--- src/rtl/mem_access_pkg.sv ---
// Shared definitions for the load/store unit: funct3 codes, FSM encoding, lane width.
// Also holds the legality check used when an access is accepted.
package mem_access_pkg;

  localparam logic [2:0] F3_B  = 3'b000;
  localparam logic [2:0] F3_H  = 3'b001;
  localparam logic [2:0] F3_W  = 3'b010;
  localparam logic [2:0] F3_BU = 3'b100;
  localparam logic [2:0] F3_HU = 3'b101;

  localparam logic [1:0] S_IDLE = 2'd0;
  localparam logic [1:0] S_REQ  = 2'd1;
  localparam logic [1:0] S_DONE = 2'd2;

  localparam int BE_W = 4;

  // Unsigned loads have no store counterpart; halfwords need even, words 4-byte alignment.
  function automatic logic access_legal(input logic st, input logic [2:0] f3, input logic [1:0] lo);
    logic ok;
    ok = 1'b0;
    case (f3)
      F3_B:    ok = 1'b1;
      F3_H:    ok = ~lo[0];
      F3_W:    ok = (lo == 2'b00);
      F3_BU:   ok = ~st;
      F3_HU:   ok = ~st & ~lo[0];
      default: ok = 1'b0;
    endcase
    return ok;
  endfunction

endpackage

--- src/rtl/mem_access_unit_if.sv ---
// Data-memory request port: registered request fields out, ready/read data back.
// mem_rdata is only meaningful in a cycle where mem_ready is high.
interface mem_access_unit_if;
  import mem_access_pkg::*;

  logic            mem_req;
  logic            mem_we;
  logic [31:0]     mem_addr;
  logic [31:0]     mem_wdata;
  logic [BE_W-1:0] mem_be;
  logic            mem_ready;
  logic [31:0]     mem_rdata;

  modport master (
    output mem_req, mem_we, mem_addr, mem_wdata, mem_be,
    input  mem_ready, mem_rdata
  );

  modport slave (
    input  mem_req, mem_we, mem_addr, mem_wdata, mem_be,
    output mem_ready, mem_rdata
  );
endinterface

--- src/rtl/load_extend.sv ---
// Combinational lane select and sign/zero extension of a loaded memory word.
// Halfword lanes use addr[1] only; alignment was already enforced upstream.
module load_extend
  import mem_access_pkg::*;
(
  input  logic [31:0] mem_rdata,
  input  logic [1:0]  addr,
  input  logic [2:0]  funct3,
  output logic [31:0] ext_data
);

  logic [7:0]  lane_b;
  logic [15:0] lane_h;

  always_comb begin
    lane_b = mem_rdata[7:0];
    case (addr)
      2'd1:    lane_b = mem_rdata[15:8];
      2'd2:    lane_b = mem_rdata[23:16];
      2'd3:    lane_b = mem_rdata[31:24];
      default: lane_b = mem_rdata[7:0];
    endcase
    lane_h = addr[1] ? mem_rdata[31:16] : mem_rdata[15:0];

    case (funct3)
      F3_B:    ext_data = {{24{lane_b[7]}}, lane_b};
      F3_BU:   ext_data = {24'd0, lane_b};
      F3_H:    ext_data = {{16{lane_h[15]}}, lane_h};
      F3_HU:   ext_data = {16'd0, lane_h};
      default: ext_data = mem_rdata;
    endcase
  end

endmodule

--- src/rtl/mem_access_unit.sv ---
// Multi-cycle load/store unit: IDLE -> REQ (held until mem_ready or timeout) -> DONE pulse.
// Min latency start->done is 2 cycles, +1 per wait cycle; illegal accesses finish in 1.
module mem_access_unit #(
  parameter int TIMEOUT = 255
) (
  input  logic               clk,
  input  logic               rst,
  input  logic               start,
  input  logic               is_store,
  input  logic [2:0]         funct3,
  input  logic [31:0]        addr,
  input  logic [31:0]        store_data,
  output logic               busy,
  output logic               done,
  output logic               fault,
  output logic [31:0]        read_data,
  mem_access_unit_if.master  mem
);
  import mem_access_pkg::*;

  localparam logic [31:0] TMO = 32'(TIMEOUT);

  logic [1:0]      state;
  logic [2:0]      f3_r;
  logic [1:0]      lane_r;
  logic            fault_r;
  logic [31:0]     wait_cnt;
  logic            legal;
  logic [BE_W-1:0] be_n;
  logic [31:0]     wdata_n;
  logic [31:0]     ext;

  assign legal = access_legal(is_store, funct3, addr[1:0]);

  // Narrow stores replicate their data across every lane so the byte enables alone pick the target.
  always_comb begin
    case (funct3[1:0])
      2'b00: begin
        be_n    = 4'b0001 << addr[1:0];
        wdata_n = {4{store_data[7:0]}};
      end
      2'b01: begin
        be_n    = 4'b0011 << {addr[1], 1'b0};
        wdata_n = {2{store_data[15:0]}};
      end
      default: begin
        be_n    = 4'b1111;
        wdata_n = store_data;
      end
    endcase
  end

  load_extend u_load_extend (
    .mem_rdata (mem.mem_rdata),
    .addr      (lane_r),
    .funct3    (f3_r),
    .ext_data  (ext)
  );

  always_ff @(posedge clk or posedge rst) begin
    if (rst) begin
      state         <= S_IDLE;
      f3_r          <= 3'd0;
      lane_r        <= 2'd0;
      fault_r       <= 1'b0;
      wait_cnt      <= 32'd0;
      read_data     <= 32'd0;
      mem.mem_req   <= 1'b0;
      mem.mem_we    <= 1'b0;
      mem.mem_addr  <= 32'd0;
      mem.mem_wdata <= 32'd0;
      mem.mem_be    <= '0;
    end else begin
      case (state)
        S_IDLE: begin
          if (start) begin
            f3_r     <= funct3;
            lane_r   <= addr[1:0];
            wait_cnt <= 32'd0;
            if (legal) begin
              state         <= S_REQ;
              fault_r       <= 1'b0;
              mem.mem_req   <= 1'b1;
              mem.mem_we    <= is_store;
              mem.mem_addr  <= {addr[31:2], 2'b00};
              mem.mem_be    <= be_n;
              mem.mem_wdata <= wdata_n;
            end else begin
              state   <= S_DONE;
              fault_r <= 1'b1;
            end
          end
        end
        S_REQ: begin
          // A ready arriving in the very cycle the wait budget runs out still completes the access.
          if (mem.mem_ready) begin
            mem.mem_req <= 1'b0;
            state       <= S_DONE;
            if (!mem.mem_we) begin
              read_data <= ext;
            end
          end else if ((TMO != 32'd0) && (wait_cnt + 32'd1 == TMO)) begin
            mem.mem_req <= 1'b0;
            fault_r     <= 1'b1;
            state       <= S_DONE;
          end else begin
            wait_cnt <= wait_cnt + 32'd1;
          end
        end
        S_DONE: begin
          state <= S_IDLE;
        end
        default: begin
          state <= S_IDLE;
        end
      endcase
    end
  end

  assign busy  = (state != S_IDLE);
  assign done  = (state == S_DONE);
  assign fault = done & fault_r;

endmodule

--- src/flat_wrapper.sv ---
// flat-port wrapper written by rule: the top's interface ports become plain ports
module mem_access_unit_flat import mem_access_pkg::*;
#(
  parameter int TIMEOUT = 255
)
  (clk, rst, start, is_store, funct3, addr, store_data, busy, done, fault, read_data, mem_mem_req, mem_mem_we, mem_mem_addr, mem_mem_wdata, mem_mem_be, mem_mem_ready, mem_mem_rdata);
  mem_access_unit_if mem_i ();
  input  logic clk;
  input  logic rst;
  input  logic start;
  input  logic is_store;
  input  logic [2:0] funct3;
  input  logic [31:0] addr;
  input  logic [31:0] store_data;
  output logic busy;
  output logic done;
  output logic fault;
  output logic [31:0] read_data;
  output wire logic [$bits(mem_i.mem_req)-1:0] mem_mem_req;
  output wire logic [$bits(mem_i.mem_we)-1:0] mem_mem_we;
  output wire logic [$bits(mem_i.mem_addr)-1:0] mem_mem_addr;
  output wire logic [$bits(mem_i.mem_wdata)-1:0] mem_mem_wdata;
  output wire logic [$bits(mem_i.mem_be)-1:0] mem_mem_be;
  input wire logic [$bits(mem_i.mem_ready)-1:0] mem_mem_ready;
  input wire logic [$bits(mem_i.mem_rdata)-1:0] mem_mem_rdata;
  assign mem_mem_req = mem_i.mem_req;
  assign mem_mem_we = mem_i.mem_we;
  assign mem_mem_addr = mem_i.mem_addr;
  assign mem_mem_wdata = mem_i.mem_wdata;
  assign mem_mem_be = mem_i.mem_be;
  assign mem_i.mem_ready = mem_mem_ready;
  assign mem_i.mem_rdata = mem_mem_rdata;
  mem_access_unit #(.TIMEOUT(TIMEOUT)) u_core (.clk(clk), .rst(rst), .start(start), .is_store(is_store), .funct3(funct3), .addr(addr), .store_data(store_data), .busy(busy), .done(done), .fault(fault), .read_data(read_data), .mem(mem_i));
endmodule
--- config.mk ---
export PLATFORM = sky130hd
export DESIGN_NAME = mem_access_unit_flat
export DESIGN_NICKNAME = d
export VERILOG_FILES = /design/src/rtl/mem_access_pkg.sv /design/src/rtl/mem_access_unit_if.sv /design/src/rtl/load_extend.sv /design/src/rtl/mem_access_unit.sv /design/src/flat_wrapper.sv
export SDC_FILE = /design/constraint.sdc
export NUM_CORES = 1
export LEC_CHECK = 0
export ABC_AREA = 1
export BUFFER_PORTS_ARGS = -buffer_cell sky130_fd_sc_hd__buf_2
export CAP_MARGIN = 20
export CORE_UTILIZATION = 48
export DETAILED_ROUTE_END_ITERATION = 16
export PLACE_DENSITY = 0.77
export SLEW_MARGIN = 20
export SYNTH_ARGS = -nofsm -noshare
export SYNTH_HDL_FRONTEND = slang
export SYNTH_SLANG_ARGS = --single-unit
--- constraint.sdc ---
create_clock -name clk -period 3.9 [get_ports clk]
set_input_delay 0.195 -clock clk [delete_from_list [all_inputs] [get_ports clk]]
set_output_delay 0.195 -clock clk [all_outputs]
set_load 0.005 [all_outputs]
==> metrics.txt, run 1 <==
GRT Overall Usage=28.3%; Post-synth EDFFs=0; fin worst setup slack=0.839 ns; hold depth=3; reg2reg start=u_core.wait_cnt[1]; Port Buf Inserts=206; row count=45; Final Cycle Share=78.5%; layout cell share with drive strength beyond 1=23.1%; fin crit period=3.06 ns; initial antenna violation count=1; Final Skew=0.0101 ns; CP Buf/Inv Count=0; Slew Viols, Final=0; Worst-Margin Slew=0.961 ns; htree depth=4; clock transition time at the flip-flop clock pins of the worst setup and hold paths=0.07 ns; setup violators final=0; Reg2Reg Setup Slack=0.84 ns; Hold Path End=u_core.mem.mem_addr[30]; Crit path top cell by count=nand2_1; cell count after synthesis=1,035; Final Net Count=1,359; Core Region=0.0153 mm2; TritonCTS Buffers=17; Multi-input gate area=0.00346 mm2; sequential cell area=0.00350 mm2; maximum clock rate=327 MHz; Final HPWL DP=15,400 um; post-placement setup slack=0.918 ns; drt total wl=22,300 um; number of synthesized register bits=140; worst skew pair latency=0.42 ns; clk sinks=140; drt drc=0; Starting Density=49.3%; largest net degree at the start of global routing=75; synth cell count leaders=nand2_1, dfrtp_1, inv_1, o21ai_0, nor2_1; Reg-to-Reg End=u_core.wait_cnt[25]; P_leak=4.86 nW; IO Pins=209; DR vias=7,691; die area=0.0162 mm2; first-pass GRT wire length=35,900 um; vias in the first global route=7,331; TritonCTS clock tree=built; slew margin rel.=36.0%; Synth Flop Type=dfrtp_1; Crit path max-delay family=simple AND/OR/NAND/NOR gates; cell taking the most area after synthesis=dfrtp_1; total iterations of the first detailed-routing run=5; Syn Std Cell Area=0.00752 mm2; Die H=127 um; GRT overflow=0; worst hold path class=in -> reg; Avg Vias per Cell=5.21; Yosys top cell area share=46.6%; Iter 0 DRT Violations=625; Crit Path Class=reg -> reg; worst r2r path cells=16; Routability Congestion=0.935; CP arrival=3.35 ns; clk buf depth=2; Total Power=0.00581 W; antenna-violating nets left=0; hold_sp=addr[30]; worst vdd ir=0.458 mV; root buffer cell=clkbuf_16; CP Max Fanout=45; WP depth=16; Critical-path top delay cell=dfrtp_1; worst-path cell chain=ha_1 > nand2_2 > nor2_4 > nand2_2 > nor2_2 > nand2_1 > nand2_1 > nand2_1 > nor2_1 > nand2_1 > nor2_1 > nand3_2 > nand2_4 > nand2_4 > nand2_1 > o21ai_2; Yosys cell types=36; FILL cells=1,340; post-DR wirelength/cell=15.1 um; RSZ-0062 raised after global routing=no; placed cell area=0.00868 mm2; CP Capture Type=flip-flop; cell area after layout=0.00954 mm2; Die X-Extent=127 um; Async SR Flop Fraction=100%; most common cell in the netlist=nand2_1; synthesis-to-layout area growth=26.7%; startpoint class of the critical path=flip-flop; post-synthesis sequential area ratio=46.6%; maxcap violations=0; setup TNS=0 ns; PwrDens=610 mW/mm2; CP Data Required Time=4.19 ns; Post-Syn Area per Cell=7.27 um2; PostCTS Resize Cnt=0; Synthesis Warnings=0; max incr delay on CP=0.43 ns; outcome=finished clean; final hold viol count=0; largest cells by area after synthesis=dfrtp_1, nand2_1, o21ai_0, inv_1, nand3_1
[state kept, by name, indices dropped and copies added, names as in the netlist]
name,count
u_core.wait_cnt,32
u_core.f3_r,3
u_core.mem.mem_wdata,32
u_core.read_data,32
u_core.lane_r,2
u_core.mem.mem_addr,30
u_core.state,2
u_core.mem.mem_we,1
u_core.fault_r,1
u_core.mem.mem_be,4
u_core.mem.mem_req,1
[final cells by class]
type                       instances  area share (%)
sequential                       140            36.7
multi-input combinational        755            36.3
timing repair buffer             244            14.6
clock buffer                      17            4.46
inverter                          95            3.78
tap                              211            2.77
clock inverter                    14            1.40
antenna                            1          0.0262
[metrics by stage]
stage | util [%] | instances | hold WS, ns
global placement | 56.9 | 1416 | 0.394
CTS | 62.5 | 1476 | 0.00341
detailed placement | 56.9 | 1416 | 0.399
floorplan | - | 1036 | 0.312
global route | 62.5 | 1477 | 0.00921
finish | 62.5 | 1477 | 0.0168
[cell families (layout without fill, tap and decap cells)]
group / Yosys count / count (layout) / share of synthesized area (%)
AOI/OAI and AO/OA: 176 / 176 / 13.2
xor gates and xnor gates: 2 / 2 / 0.233
adders and majority gates: 2 / 2 / 0.333
buffers and inverters: 141 / 370 / 7.72
DFF: 140 / 140 / 46.6
other: 1 / 3 / 0.0498
and+or+nand+nor: 573 / 573 / 31.9
[layout by cell type, fill, tap and decap left out, drive strengths merged, types with 2 or more instances in the layout]
cell type | Yosys | layout
clkbuf | 32 | 17
dlygate4sd3 | 0 | 29
nand2 | 395 | 395
nand3b | 7 | 7
nand3 | 65 | 65
a21oi | 50 | 50
conb | 1 | 2
o211ai | 3 | 3
nor2 | 92 | 92
inv | 93 | 99
ha | 2 | 2
clkinv | 2 | 6
o21a | 11 | 11
clkinvlp | 0 | 3
dfrtp | 140 | 140
o21ai | 98 | 98
a22o | 3 | 3
nand4 | 11 | 11
o22ai | 8 | 8
o21bai | 2 | 2
buf | 14 | 215
[worst reg2reg max path, cell delays in order, from the launching register on]
cell	delay, ns
dfrtp_1	0.43
ha_1	0.24
nand2_2	0.10
nor2_4	0.20
nand2_2	0.14
nor2_2	0.18
nand2_1	0.07
nand2_1	0.08
nand2_1	0.05
nor2_1	0.15
nand2_1	0.08
nor2_1	0.19
nand3_2	0.12
nand2_4	0.23
nand2_4	0.39
nand2_1	0.22
o21ai_2	0.07
[metal layers]
layer  routed length (um)  part of all wire [%]  GRT usage [%]
met5                    0                     0              0
met4                  669                   3.0           11.1
met3                 1750                   7.8           7.45
met2                10800                    48           46.8
met1                 9080                    41           35.6
[power breakdown]
| group | internal, W | switching, W |
|---|---|---|
| Sequential | 0.00200 | 0.000335 |
| Combinational | 0.000783 | 0.00114 |
| Clock | 0.000887 | 0.000674 |
[worst max-delay path by stage]
stage,slack (ns),end,start
CTS,0.89,u_core.wait_cnt[10],u_core.wait_cnt[1]
global route,0.60,u_core.wait_cnt[20],u_core.wait_cnt[1]
global placement,0.98,u_core.wait_cnt[14],u_core.wait_cnt[1]
finish,0.84,u_core.wait_cnt[25],u_core.wait_cnt[1]
detailed placement,0.92,u_core.wait_cnt[10],u_core.wait_cnt[1]
floorplan,1.72,u_core.wait_cnt[25],u_core.wait_cnt[1]
[what timing repair did]
item	in CTS	in global routing
hold buffers	29	0
setup buffers	0	0
hold endpoints to repair	29	0
No activity file was read; power rests on OpenSTA's default activity.
==> run 2: changes to the inputs <==
--- a/config.mk
+++ b/config.mk
@@ -5,12 +5,12 @@
 export SDC_FILE = /design/constraint.sdc
 export NUM_CORES = 1
 export LEC_CHECK = 0
-export ABC_AREA = 1
+export ABC_AREA = 0
 export BUFFER_PORTS_ARGS = -buffer_cell sky130_fd_sc_hd__buf_2
 export CAP_MARGIN = 20
-export CORE_UTILIZATION = 48
+export CORE_UTILIZATION = 53
 export DETAILED_ROUTE_END_ITERATION = 16
-export PLACE_DENSITY = 0.77
+export PLACE_DENSITY = 0.81
 export SLEW_MARGIN = 20
 export SYNTH_ARGS = -nofsm -noshare
 export SYNTH_HDL_FRONTEND = slang
==> constraint.sdc (replaced) <==
create_clock -name clk -period 3.2 [get_ports clk]
set_input_delay 0.16 -clock clk [delete_from_list [all_inputs] [get_ports clk]]
set_output_delay 0.16 -clock clk [all_outputs]
set_load 0.005 [all_outputs]
==> run 2 against run 1 <==
- register-to-register slack got worse by 0.67 ns
- routed wire length increased by 12%
- area after synthesis decreased by 0.90%
- non-clock buffer count increased by 53
- sequential share of layout area decreased by 1.3 points
- synthesized cell count decreased by 15%
- via count increased by 1.4%
- first-iteration DRC count increased by 18%
- critical path type unchanged
- critical endpoint is now u_core.wait_cnt[5]
==> metrics.txt, run 2 <==
layout cell share with drive strength beyond 1=28.0% (+5.0 points); initial antenna violation count=0 (-1); Core Region=0.0135 mm2 (-11%); CP Capture Type=flip-flop; Avg Vias per Cell=5.90 (+13%); Final HPWL DP=16,800 um (+9.5%); hold slack=0.0150 ns (-0.00173 ns); CP arrival=3.36 ns (about the same); worst vdd ir=0.453 mV (-1.2%); maxcap violations=0 (unchanged); final hold viol count=0 (unchanged); P_sw=0.00225 W (+4.6%); Crit Path Class=reg -> reg; Antenna Cells=0 (-1); post-CTS setup buffers=0 (unchanged); Post-synth EDFFs=0 (unchanged); clk sinks=140 (unchanged); first-pass GRT wire length=39,900 um (+11%); TritonCTS Buffers=17 (unchanged); Final Cycle Share=94.7% (+16 points); GRT Overall Usage=35.9% (+7.6 points); row count=42 (-6.7%); reg2reg start=u_core.wait_cnt[6]; setup TNS=0 ns (unchanged); Iter 0 DRT Violations=736 (+18%); Starting Density=55.2% (+5.9 points); vias in the first global route=7,748 (+5.7%); most common cell in the netlist=nand2_1; worst skew pair latency=0.43 ns (about the same); drt drc=0 (unchanged); largest net degree at the start of global routing=91 (+21%); Syn Std Cell Area=0.00746 mm2 (-0.90%); slew margin rel.=26.2% (-9.8 points); largest cells by area after synthesis=dfrtp_1, nand2_1, a21oi_1, mux2i_1, nor2_1; worst r2r path cells=9 (-7); Reg2Reg Setup Slack=0.17 ns (-0.67 ns); clock transition time at the flip-flop clock pins of the worst setup and hold paths=0.07 ns (about the same); synthesis-to-layout area growth=32.6%; Post-Syn Area per Cell=8.48 um2 (+17%); fin crit period=3.03 ns (-0.0319 ns); TritonCTS clock tree=built; cell taking the most area after synthesis=dfrtp_1; internal power=0.00429 W (+17%); total iterations of the first detailed-routing run=6 (+1); hold_sp=mem_mem_rdata[16]; commonest cells after routing, fill and taps aside=nand2_1, buf_2, dfrtp_1; Seq pwr share=41.2% (+1.1 points); hold depth=3 (unchanged); antenna-violating nets left=0 (unchanged); Yosys cell types=69 (+92%); Yosys top cell area share=47.0% (+0.42 points); CP Data Required Time=3.53 ns (-0.66 ns); Synth Flop Type=dfrtp_1; clock power share=29.6% (+2.7 points); PwrDens=661 mW/mm2 (+8.5%); clk buf depth=2 (unchanged); Worst-Margin Slew=1.11 ns (+0.145 ns); Async SR Flop Fraction=100% (unchanged); Synthesis Warnings=0 (unchanged); Port Buf Inserts=206 (unchanged); number of synthesized register bits=140 (unchanged); maximum clock rate=330 MHz (+1.1%); RSZ-0062 raised after global routing=no; Final Skew=0.00937 ns (-0.000729 ns); post-synthesis sequential area ratio=47.0% (+0.42 points); setup violators final=0 (unchanged); Slew Viols, Final=0 (unchanged); Die X-Extent=121 um (-5.2%); sw frac=34.3% (-2.6 points); worst hold path class=in -> reg; post-DR wirelength/cell=19.0 um (+26%); Routability Congestion=0.987 (+5.6%); Die H=121 um (-5.2%); Hold Path End=u_core.read_data[16]; cell count after synthesis=879 (-15%); Reg-to-Reg End=u_core.wait_cnt[5]; Comb pwr share=29.2% (-3.8 points); die area=0.0145 mm2 (-10%); synth cell count leaders=nand2_1, dfrtp_1, nor2_1, a21oi_1, clkbuf_1; most common cell after layout, fill and taps aside=nand2_1; CP Max Fanout=7 (-84%); outcome=finished clean; P_leak=4.80 nW (-1.1%); root buffer cell=clkbuf_16; htree depth=4 (unchanged); GRT overflow=0 (unchanged); drt total wl=25,000 um (+12%); Final Net Count=1,238 (-8.9%); startpoint class of the critical path=flip-flop; largest registers=u_core.mem.mem_wdata (32), u_core.read_data (32), u_core.wait_cnt (32); IO Pins=209 (unchanged); DR vias=7,795 (+1.4%)
[run 2: cell families (layout without fill, tap and decap cells)]
family,Yosys count,after routing,share of synthesized area [%]
simple gates,432,432,27.0
compound gates,172,172,14.1
flops,140,140,47.0
buf+inv,83,348,4.63
mux,42,42,5.96
xor+xnor,7,7,0.923
fa+ha+maj,2,2,0.336
other cells,1,2,0.0503
[run 2: critical path, stage by stage, from the launching register on]
cell	delay (ns)
dfrtp_1	0.45
nand3_1	0.20
or4_4	0.61
or3_4	0.39
xnor2_2	0.16
nand4_2	0.14
o41ai_4	0.40
buf_4	0.24
o21ai_2	0.14
o211ai_1	0.21
[run 2: cell type report]
cell class | instances | area (um2)
sequential | 140 | 3500
clock buffer | 18 | 439
inverter | 19 | 75.1
multi-input combinational | 657 | 3650
timing repair buffer | 297 | 1860
fill | 947 | 3620
tap | 176 | 220
clock inverter | 14 | 136
[run 2: what timing repair did]
action / in CTS / in global routing
hold buffers: 44 / 0
endpoints found under the hold margin: 158 / 0
endpoints found under the setup margin: 0 / 7
gates resized for setup: 0 / 5
[run 2: stage by stage]
step                      cell area, um2  setup WS (ns)  cells  utilization, %  total power, W
after floorplan                     7460          0.141    880               -         0.00356
after global placement              8850          0.289   1245            65.5         0.00442
after detailed placement            8850          0.205   1245            65.5         0.00448
after CTS                           9870          0.183   1321            73.0         0.00646
after global routing                9890        0.00587   1321            73.2         0.00688
final                               9890          0.171   1321            73.2         0.00654
[run 2: worst max-delay path by stage]
| stage | to | startpoint | slack [ns] | depth (start not counted) |
|---|---|---|---|---|
| after floorplan | u_core.wait_cnt[1] | u_core.wait_cnt[1] | 0.14 | 11 |
| after global placement | u_core.wait_cnt[30] | u_core.wait_cnt[5] | 0.29 | 9 |
| after detailed placement | u_core.wait_cnt[30] | u_core.wait_cnt[0] | 0.21 | 10 |
| after CTS | u_core.wait_cnt[30] | u_core.wait_cnt[0] | 0.18 | 10 |
| after global routing | u_core.wait_cnt[30] | u_core.wait_cnt[6] | 0.006 | 11 |
| final | u_core.wait_cnt[5] | u_core.wait_cnt[6] | 0.17 | 9 |
[run 2: power groups by stage]
stage	logic (W)	registers [W]	clock network, W
2_1_floorplan	0.000865	0.00269	0
3_3_place_gp	0.00174	0.00268	0
3_5_place_dp	0.00180	0.00268	0
4_1_cts	0.00185	0.00267	0.00194
5_1_grt	0.00210	0.00276	0.00203
6_report	0.00191	0.00270	0.00194
[run 2: layer usage]
metal	wire length (um)	track usage [%]
met5	0	0
met1	10100	45.1
met4	954	17.4
met3	2020	8.63
met2	12000	58.2
